==> config.mk <==
export PLATFORM = sky130hd
export DESIGN_NAME = dmem_arbiter
export DESIGN_NICKNAME = d
export VERILOG_FILES = /design/src/rtl/dmem_arb_pkg.sv /design/src/rtl/rr_arb2.sv /design/src/rtl/dmem_arbiter.sv
export SDC_FILE = /design/constraint.sdc
export NUM_CORES = 1
export LEC_CHECK = 0
export BUFFER_PORTS_ARGS = -buffer_cell sky130_fd_sc_hd__buf_2
export CORE_AREA = 3 3 116 118
export DETAILED_ROUTE_END_ITERATION = 12
export DIE_AREA = 0 0 119 121
export PLACE_DENSITY = 0.73
export SYNTH_ARGS = -nofsm -noshare
export SYNTH_HDL_FRONTEND = slang
export SYNTH_SLANG_ARGS = --single-unit
==> constraint.sdc <==
create_clock -name clk -period 2.33 [get_ports clk]
set_input_delay 0.3495 -clock clk [delete_from_list [all_inputs] [get_ports clk]]
set_output_delay 0.3495 -clock clk [all_outputs]
set_load 0.01 [all_outputs]
==> src/rtl/dmem_arb_pkg.sv <==
// ============================================================================
// dmem_arb_pkg : shared types and constants for the data-memory arbiter
// Revision     : 1.0
// ============================================================================
`default_nettype none

package dmem_arb_pkg;

  typedef enum logic [1:0] {
    IDLE   = 2'd0,
    ACCESS = 2'd1,
    RESP   = 2'd2
  } state_e;

  localparam int   WORD_BYTES = 4;
  localparam logic P_CPU      = 1'b0;
  localparam logic P_AUX      = 1'b1;

endpackage

`default_nettype wire

==> src/rtl/rr_arb2.sv <==
// ============================================================================
// rr_arb2 : combinational two-way round-robin picker
// Revision : 1.0
// ============================================================================
`default_nettype none

module rr_arb2
  import dmem_arb_pkg::*;
(
  input  logic [1:0] i_req,
  input  logic       i_last_gnt,
  output logic       o_gnt_valid,
  output logic       o_gnt_idx
);

  always_comb begin
    o_gnt_valid = |i_req;
    o_gnt_idx   = P_CPU;
    if (i_req == 2'b11) begin
      // Under contention the port that did not win last time goes next.
      o_gnt_idx = (i_last_gnt == P_CPU) ? P_AUX : P_CPU;
    end else if (i_req[1]) begin
      o_gnt_idx = P_AUX;
    end
  end

endmodule

`default_nettype wire

==> src/rtl/dmem_arbiter.sv <==
// ============================================================================
// dmem_arbiter : two-requester round-robin arbiter/sequencer for the data
//                memory; DMEM_ARB_PERF_EN builds the per-port grant counters.
// Revision     : 1.0
// ============================================================================
`default_nettype none

module dmem_arbiter
  import dmem_arb_pkg::*;
#(
  parameter int ADDR_W    = 32,
  parameter int DATA_W    = 32,
  parameter int MEM_BYTES = 1024
) (
  input  logic              clk,
  input  logic              rst_n,
  input  logic              req0,
  input  logic              req1,
  input  logic              we0,
  input  logic              we1,
  input  logic [ADDR_W-1:0] addr0,
  input  logic [ADDR_W-1:0] addr1,
  input  logic [DATA_W-1:0] wdata0,
  input  logic [DATA_W-1:0] wdata1,
  output logic              ack0,
  output logic              ack1,
  output logic              err0,
  output logic              err1,
  output logic [DATA_W-1:0] rdata,
  output logic [ADDR_W-1:0] mem_addr,
  output logic [DATA_W-1:0] mem_din,
  output logic              mem_r,
  output logic              mem_w,
  input  logic [DATA_W-1:0] mem_dout,
  output logic [15:0]       perf_gnt0,
  output logic [15:0]       perf_gnt1
);

  localparam logic [ADDR_W-1:0] c_MAX_ADDR = ADDR_W'(MEM_BYTES - WORD_BYTES);

  state_e            r_state;
  state_e            w_next;
  logic              r_sel;
  logic              r_we;
  logic              r_err;
  logic              r_last_gnt;
  logic [ADDR_W-1:0] r_addr;
  logic [DATA_W-1:0] r_wdata;
  logic [DATA_W-1:0] r_rdata;

  logic              w_gnt_valid;
  logic              w_gnt_idx;
  logic              w_grant;
  logic              w_req_we;
  logic [ADDR_W-1:0] w_req_addr;
  logic [DATA_W-1:0] w_req_wdata;
  logic              w_bad;

  rr_arb2 u_rr_arb2 (
    .i_req       ({req1, req0}),
    .i_last_gnt  (r_last_gnt),
    .o_gnt_valid (w_gnt_valid),
    .o_gnt_idx   (w_gnt_idx)
  );

  assign w_grant     = (r_state == IDLE) && w_gnt_valid;
  assign w_req_we    = w_gnt_idx ? we1    : we0;
  assign w_req_addr  = w_gnt_idx ? addr1  : addr0;
  assign w_req_wdata = w_gnt_idx ? wdata1 : wdata0;
  assign w_bad       = (w_req_addr[1:0] != 2'b00) || (w_req_addr > c_MAX_ADDR);

  always_ff @(posedge clk or negedge rst_n) begin
    if (!rst_n) r_state <= IDLE;
    else        r_state <= w_next;
  end

  always_comb begin
    w_next = r_state;
    mem_r  = 1'b0;
    mem_w  = 1'b0;
    ack0   = 1'b0;
    ack1   = 1'b0;
    err0   = 1'b0;
    err1   = 1'b0;
    case (r_state)
      IDLE: begin
        if (w_gnt_valid) w_next = w_bad ? RESP : ACCESS;
      end
      ACCESS: begin
        mem_r  = ~r_we;
        mem_w  = r_we;
        w_next = RESP;
      end
      RESP: begin
        ack0   = (r_sel == P_CPU);
        ack1   = (r_sel == P_AUX);
        err0   = (r_sel == P_CPU) && r_err;
        err1   = (r_sel == P_AUX) && r_err;
        w_next = IDLE;
      end
      default: w_next = IDLE;
    endcase
  end

  // Address/data registers only move on accepted grants, so the memory bus
  // keeps its last real access while idle or answering a rejected request.
  always_ff @(posedge clk or negedge rst_n) begin
    if (!rst_n) begin
      r_sel      <= P_CPU;
      r_we       <= 1'b0;
      r_err      <= 1'b0;
      r_last_gnt <= P_AUX;
      r_addr     <= '0;
      r_wdata    <= '0;
      r_rdata    <= '0;
    end else if (w_grant) begin
      r_sel      <= w_gnt_idx;
      r_we       <= w_req_we;
      r_err      <= w_bad;
      r_last_gnt <= w_gnt_idx;
      r_rdata    <= '0;
      if (!w_bad) begin
        r_addr  <= w_req_addr;
        r_wdata <= w_req_wdata;
      end
    end else if ((r_state == ACCESS) && !r_we) begin
      r_rdata <= mem_dout;
    end
  end

  assign mem_addr = r_addr;
  assign mem_din  = r_wdata;
  assign rdata    = r_rdata;

`ifdef DMEM_ARB_PERF_EN
  logic [15:0] r_perf0;
  logic [15:0] r_perf1;

  always_ff @(posedge clk or negedge rst_n) begin
    if (!rst_n) begin
      r_perf0 <= '0;
      r_perf1 <= '0;
    end else if (w_grant) begin
      if (w_gnt_idx == P_CPU) begin
        if (r_perf0 != 16'hFFFF) r_perf0 <= r_perf0 + 16'd1;
      end else begin
        if (r_perf1 != 16'hFFFF) r_perf1 <= r_perf1 + 16'd1;
      end
    end
  end

  assign perf_gnt0 = r_perf0;
  assign perf_gnt1 = r_perf1;
`else
  assign perf_gnt0 = 16'd0;
  assign perf_gnt1 = 16'd0;
`endif

endmodule

`default_nettype wire

Word level (Yosys, flattened, before mapping)

Index checks and enable logic that the tools add are counted.
Widths: inputs -> output; s select.

Flip-flop bits (word level): 102
Output and inout bits: 134
Logic and storage cells: 44

Order comparisons: 1
Equality and inequality tests: 4
Mux-type cells: 17
Bitwise operators: 3
Reduce and logical (&&, ||, !) cells: 11

Operators with widths:

| operator             | number |
|---|---|
| $mux 32              | 4 |
| $gt 32x10->1 const B | 1 |
| $mux 1               | 10 |
| $eq 2x2->1 const B   | 2 |
| $logic_and 1x1->1    | 4 |
| $mux 2               | 2 |
| $pmux 2 s2           | 1 |
| $reduce_bool 2->1    | 2 |
| $not 1->1            | 3 |
| $eq 2x1->1 const B   | 1 |
| $logic_not 2->1      | 1 |
| $ne 2x2->1 const B   | 1 |
| $reduce_and 2->1     | 1 |
| $reduce_or 2->1      | 1 |
| $logic_not 1->1      | 1 |
| $logic_or 1x1->1     | 1 |

Longest topological paths before layout

Gate-level depths: netlist of the first run.

Word-level depth: 8
Mapped depth: 7
Mapped depth without buffers: 5

Hierarchy

From an unflattened synthesis of the first run, not the netlist that was laid out.

Cells, all modules: 413
Area, all modules: 4553.1 µm²

By module, submodules not included:

| module       | instances | cells an instance | area an instance (µm²) | sequential area each (µm²) |
|---|---|---|---|---|
| dmem_arbiter | 1         | 411               | 4539.4                 | 2553.7 |
| rr_arb2      | 1         | 2                 | 13.8                   | 0.0 |

Worst setup path after synthesis of the first run

OpenSTA, ideal clock, no wires.

Path type: in2reg
From: input addr0[29]
To: register r_addr[5] (netlist: mem_addr[5])
Data arrival time: 1827 ps
Required time: 2203 ps
Path slack: 375 ps
Stages on the path: 7
Buffers on the path: 2
Path through: nor4_1 -> nand4_1 -> or3_4 -> a21oi_4 -> buf_12 -> buf_8 -> mux2_1

Longest elaborated chain between the ends: 5

Ends and longest elaborated chain:

| element                    | RTL line            | text |
|---|---|---|
| start: declaration         | dmem_arbiter.sv:21  | `input logic [ADDR_W-1:0] addr0,` |
| $mux 32                    | dmem_arbiter.sv:68  | `assign w_req_addr = w_gnt_idx ? addr1 : addr0;` |
| $gt 32x10->1               | dmem_arbiter.sv:70  | `assign w_bad = (w_req_addr[1:0] != 2'b00) \|\| (w_req_addr > c_MAX_ADDR);` |
| $logic_or 1x1->1           | dmem_arbiter.sv:70  |  |
| $not 1->1 (no line)        | --                  |  |
| $reduce_and 2->1 (no line) | --                  |  |
| end signal: assignment     | dmem_arbiter.sv:123 | `r_addr <= w_req_addr;` |
| end: declaration           | dmem_arbiter.sv:47  | `logic [ADDR_W-1:0] r_addr;` |

Every way passes these cells.
A chain may end at the register's enable or synchronous reset.

Worst setup path after layout of the first run

From: register r_state[1]
To: output mem_r

Longest elaborated chain between the ends: 2

Ends and longest elaborated chain:

| element                  | RTL line           | text |
|---|---|---|
| start: declaration       | dmem_arbiter.sv:41 | `state_e r_state;` |
| start signal: assignment | dmem_arbiter.sv:74 | `else r_state <= w_next;` |
| $eq 2x1->1               | dmem_arbiter.sv:85 | `case (r_state)` |
| $mux 1                   | dmem_arbiter.sv:85 |  |
| end: declaration         | dmem_arbiter.sv:32 | `output logic mem_r,` |

Every way passes these cells.

==> flow_summary.yaml, run 1 <==
outcome:
  status: "finished, violations left"
  violations: "negative hold slack"
sta:
  hold_viol_final: 1
  finalSetupViolations: 0
  hold_ws_ps: -1.06
  rsz0062_at_grt: "false"
  slew_headroom_pct: 59.3
  fin_crit_sh_pct: 88.5
  tns_ps: 0
  finClkSkew_ps: 7.37
  max_freq_ghz: 0.485
  timing.final.crit_period_ps: 2060
  worst_pin_slew_ps: 610
  drv_slew: 0
global_route:
  grt_pass1_vias: 4122
  antenna_found_initial: 3
  grt_max_degree: 103
  grt-ovfl-total: 0
  grtUsageTotal_pct: 17.6
  grt_pass1_wl_um: 20000
floorplanning:
  die_x_um: 119
  ioPinCount: 300
  die-area_um2: 14400
  initial_core_util_pct: 38.1
  rows: 41
  die_h_um: 121
  core-area_um2: 12600
route:
  wl_per_cell_um: 14.9
  antenna_left: 0
  wirelength_um: 12700
  initialDrtViolationCount: 120
  vias: 3848
  dr.pass1.iters: 5
  drc: 0
  viasPerCell: 4.54
logic_synthesis:
  synth_compound_area_share_pct: 4.28
  synth_most_common_cell: "dfrtp_1"
  synth_top_cell_by_area: "dfrtp_1"
  synthCells: 402
  yosysWarningCount: 0
  synth_fa_ha_area_share_pct: 0
  synth_edf_count: 0
  synth_simple_gate_area_share_pct: 12.4
  avgSynthCellArea_um2: 11.9
  synthTopCellsByArea: "dfrtp_1 (53%), mux2_2 (11%), mux2_4 (9.4%)"
  synth.area.mux_share_pct: 21.4
  synth.distinct_cells: 31
  ys_seq_elements: 102
  synth_ff_type: "dfrtp_1"
  syn_area_um2: 4790
  synth.top_cell.area_share_pct: 52.8
  async_flop_share_pct: 100
  synth_commonest_cells: "dfrtp_1 (101), nand2_1 (74), mux2_2 (45)"
  ys_seq_area_share_pct: 53.3
  synth_top_family_by_area: "multiplexers"
  synth-xor-area-share_pct: 0
hold_path:
  hold_class: "in -> async"
clock_tree:
  cts-root-buf: "clkbuf_16"
  max-clock-path-buffers: 2
  cts_hold_buf: 0
  cts_tree: "built"
  cts.htree.levels: 3
  insertion_delay_ps: 340
  postCtsSetupRepairBufs: 0
  clock-sinks: 102
  clk_pin_slew_ps: 70
  cts_buffers: 9
  cts_resized: 0
power_and_ir_drop:
  power_density_nw_per_um2: 558
  leakage_nw: 3.61
  ir_drop_mv: 0.306
worst_setup_path:
  crit_fanout: 16
  cp-end-kind: "output pin"
  cp-start-kind: "flop"
  path_class: "reg -> out"
  required_ps: 1980
  critical_path_arrival_ps: 1710
cells_and_area:
  drive_gt1_share_pct: 55.4
  post-route-util_pct: 51.6
  nNetsFinal: 835
  syn2layout_area_growth_pct: 35.3
placed_design:
  dp_hpwl_um: 9900
  port_buffers: 267
  place.gp.congestion: 0.813
flow_run:
  maxCapViolCount: 0
layout make-up:
class / instances / area (um2)
clock buffers: 11 / 243
fillers: 1118 / 6090
diodes: 3 / 7.51
well taps: 172 / 215
multi-input cells: 275 / 1960
clock inverters: 4 / 32.5
repair buffers: 279 / 1470
inverters: 2 / 7.51
flip-flops and latches: 102 / 2550
cell usage in the layout (no fill, tap or decap):
| cell | instances |
|---|---|
| buf_2 | 266 |
| dfrtp_1 | 101 |
| nand2_1 | 74 |
| mux2_2 | 45 |
| a21oi_1 | 32 |
| conb_1 | 32 |
| mux2_4 | 30 |
| nor2b_1 | 26 |
| nor4_1 | 12 |
| buf_4 | 10 |
| clkbuf_16 | 9 |
| mux2_1 | 5 |
| diode_2 | 3 |
| nor2_1 | 3 |
| buf_12 | 3 |
| nand2b_1 | 2 |
| inv_1 | 2 |
| nand4_1 | 2 |
| o21ai_0 | 2 |
| clkinvlp_4 | 2 |
| and3_1 | 1 |
| and2_1 | 1 |
| nor3_2 | 1 |
| a21boi_4 | 1 |
| or3_4 | 1 |
| and4_1 | 1 |
| or3_1 | 1 |
| a21oi_4 | 1 |
| o31ai_1 | 1 |
| mux2i_1 | 1 |
| inv_6 | 1 |
| clkbuf_8 | 1 |
| clkbuf_1 | 1 |
| clkinv_4 | 1 |
| dfstp_2 | 1 |
flip-flops by register name, indices dropped and copies added, names as in the netlist:
register and count:
mem_addr 32, mem_din 32, r_err 1, r_last_gnt 1, r_sel 1, r_state 2
r_we 1, rdata 32
power breakdown:
| group | internal (mW) | leakage [nW] | switching [mW] |
|---|---|---|---|
| Clock | 0.754 | 0.128 | 0.648 |
| Sequential | 1.79 | 1.41 | 0.0149 |
| Combinational | 0.210 | 2.07 | 0.203 |
| Total | 2.75 | 3.61 | 0.865 |
layer usage:
| layer | GRT usage [%] | vias to the layer above | routed length, um |
|---|---|---|---|
| met5 | 0 | - | 0 |
| met4 | 8.83 | 0 | 376 |
| met3 | 4.80 | 27 | 885 |
| met2 | 30.9 | 192 | 6690 |
| met1 | 19.5 | 1809 | 4720 |
| li1 | - | 1820 | - |
path summary, 6_finish.rpt:
path,from,cells past startpoint,endpoint,slack (ps)
worst max-delay path,r_state[1],4,mem_r,270
worst min-delay path,rst_n,2,mem_addr[19],-1
worst max register to register,r_last_gnt,5,mem_addr[6],310
worst min register to register,r_last_gnt,2,r_last_gnt,480
max in group asynchronous,rst_n,2,mem_addr[2],1800
min in group clk,mem_dout[20],3,rdata[20],240
worst max-delay path: stages, from the launching register on:
cell      delay (ps)
dfrtp_1          420
nand2b_1         190
nand2b_1         160
inv_1            380
buf_2            230
through the flow:
step	total power [mW]	setup slack (ps)	cells	cell area (um2)	hold slack (ps)
4_1_cts	3.69	230	845	6470	77.0
2_1_floorplan	2.06	375	433	4910	53.9
6_report	3.62	267	848	6480	-1.06
3_3_place_gp	2.24	-86.5	830	6200	444
5_1_grt	3.81	126	848	6480	77.3
3_5_place_dp	2.26	-99.8	830	6200	457
cells by family after synthesis:
kind of cell | after synthesis
simple gates | 125
flops | 102
compound gates | 37
other cells | 1
mux | 81
buf+inv | 56
No activity file was read; power rests on OpenSTA's default activity.
==> run 2, diff against run 1 <==
- SETUP_SLACK_MARGIN: unset -> 0.3
==> run 2 against run 1 <==
Die area is the same. The flow still finishes with violations (negative hold slack). Maximum frequency increased by 4.2%. Sequential power barely moved. Worst setup slack improved by 82 ps. Global-route usage about the same. Highest routed layer unchanged.
==> flow_summary.yaml, run 2 (same netlist as run 1, synthesis figures left out) <==
sta:
  drv_slew: 0
  setup_ws_ps: 350
  finalSetupViolations: 0
  fin_crit_sh_pct: 85.0
  hold_ws_ps: -4.76
  rsz0062_at_grt: "false"
  finClkSkew_ps: 6.43
  worst_pin_slew_ps: 614
  hold_viol_final: 2
  timing.final.crit_period_ps: 1980
  max_freq_ghz: 0.505
  slew_headroom_pct: 59.1
route:
  vias: 3884
  wl_per_cell_um: 15.1
  initialDrtViolationCount: 115
  wirelength_um: 12900
  drc: 0
  dr.pass1.iters: 6
  viasPerCell: 4.55
  antenna_left: 0
placed_design:
  dp_hpwl_um: 9900
  port_buffers: 267
  place_ws_ps: -99.8
  place.gp.congestion: 0.813
  dp_cells: 830
global_route:
  grtUsageTotal_pct: 17.6
  grt_pass1_wl_um: 20000
  globalRouteMet1Util_pct: 19.5
  grt-ovfl-total: 0
  grt_max_degree: 103
  gr-usage-met3_pct: 4.80
  grt_pass1_vias: 4126
  antenna_found_initial: 2
  grt-busiest-layer: "met2"
  grt_use_met2_pct: 30.9
floorplanning:
  die_x_um: 119
  die_h_um: 121
  ioPinCount: 300
  core-area_um2: 12600
  rows: 41
  initial_core_util_pct: 38.1
  die-area_um2: 14400
clock_tree:
  cts_tree: "built"
  clock-sinks: 102
  cts_buffers: 9
  clk_pin_slew_ps: 70
  cts_hold_buf: 0
  max-clock-path-buffers: 2
  cts-root-buf: "clkbuf_16"
  insertion_delay_ps: 340
  cts.htree.levels: 3
power_and_ir_drop:
  power_mw: 3.62
  leakage_nw: 3.64
  power_density_nw_per_um2: 551
  ir_drop_mv: 0.305
worst_setup_path:
  required_ps: 2560
  cp-start-kind: "flop"
  rr_worst_depth: 6
  critical_path_arrival_ps: 2210
  slowest_delay_ps: 560
  cp-end-kind: "flop"
  timing.rr.start: "r_last_gnt"
  path_class: "reg -> reg"
  crit_fanout: 16
  cp_cell_sequence: "a21boi_4, or3_4, a21oi_4, buf_12, buf_12, mux2_2"
  path_common_cell: "buf_12"
  r2r_slack_ps: 350
  slowest_stage: "dfstp_2"
  crit_path_start: "r_last_gnt"
hold_path:
  hold_class: "in -> async"
cells_and_area:
  layout_common_cells: "buf_2 (266), dfrtp_1 (101), nand2_1 (74)"
  syn2layout_area_growth_pct: 37.2
  layout_commonest_cell: "buf_2"
  nNetsFinal: 841
  fillers: 1109
  post-route-util_pct: 52.3
  stdcell_count: 853
  drive_gt1_share_pct: 56.3
outcome:
  violations: "negative hold slack"
  status: "finished, violations left"
flow_run:
  maxCapViolCount: 0
## run 2: cell types whose count changed in the layout (fill, tap and decap cells not counted), sizes merged
cell / delta
buf: +5
clkbuf: +1
clkinvlp: +1
diode: -1
inv: -1
## run 2: critical path, delay by kind of cell (launching register included)
kind            cells  cell delay, ps
compound gates      2             240
buf+inv             2             300
flops               1             560
mux                 1             350
simple gates        1             410
## run 2: timing repair
action | CTS | global route
buffers inserted | 0 | 5
resized for setup | 3 | 1
setup endpoints to repair | 6 | 32
cloned | 0 | 1
## run 2: path summary, 6_finish.rpt
| kind | to |
|---|---|
| setup / recovery | mem_din[0] |
| hold / removal | mem_addr[19] |
| setup reg to reg | mem_din[0] |
| hold reg to reg | r_last_gnt |
| max in group asynchronous | mem_addr[1] |
| min in group clk | rdata[20] |
## run 2: per-layer routing
| metal | vias to the layer above | share of wire [%] |
|---|---|---|
| met4 | 0 | 2.7 |
| met2 | 197 | 53 |
| li1 | 1832 | - |
| met5 | - | 0 |
| met1 | 1827 | 37 |
| met3 | 28 | 7.2 |
## run 2: report_power, final
part / switching, mW / total [mW] / internal [mW]
clock: 0.648 / 1.40 / 0.754
combinational: 0.205 / 0.416 / 0.211
sequential: 0.0150 / 1.80 / 1.79
total: 0.868 / 3.62 / 2.75
## run 2: cell type report
class	count	area [um2]	share of cell area, %
inverter	2	11.3	0.171
multi-input combinational	275	1970	30.0
timing repair buffer	285	1550	23.5
antenna	2	5.00	0.0761
sequential	102	2550	38.8
clock buffer	11	243	3.69
clock inverter	4	32.5	0.495
tap	172	215	3.27
## run 2: stage by stage
stage,TNS [ps],instance area (um2)
floorplan,0,4910
global placement,-1150,6200
detailed placement,-1190,6200
CTS,0,6490
global route,0,6580
finish,0,6580
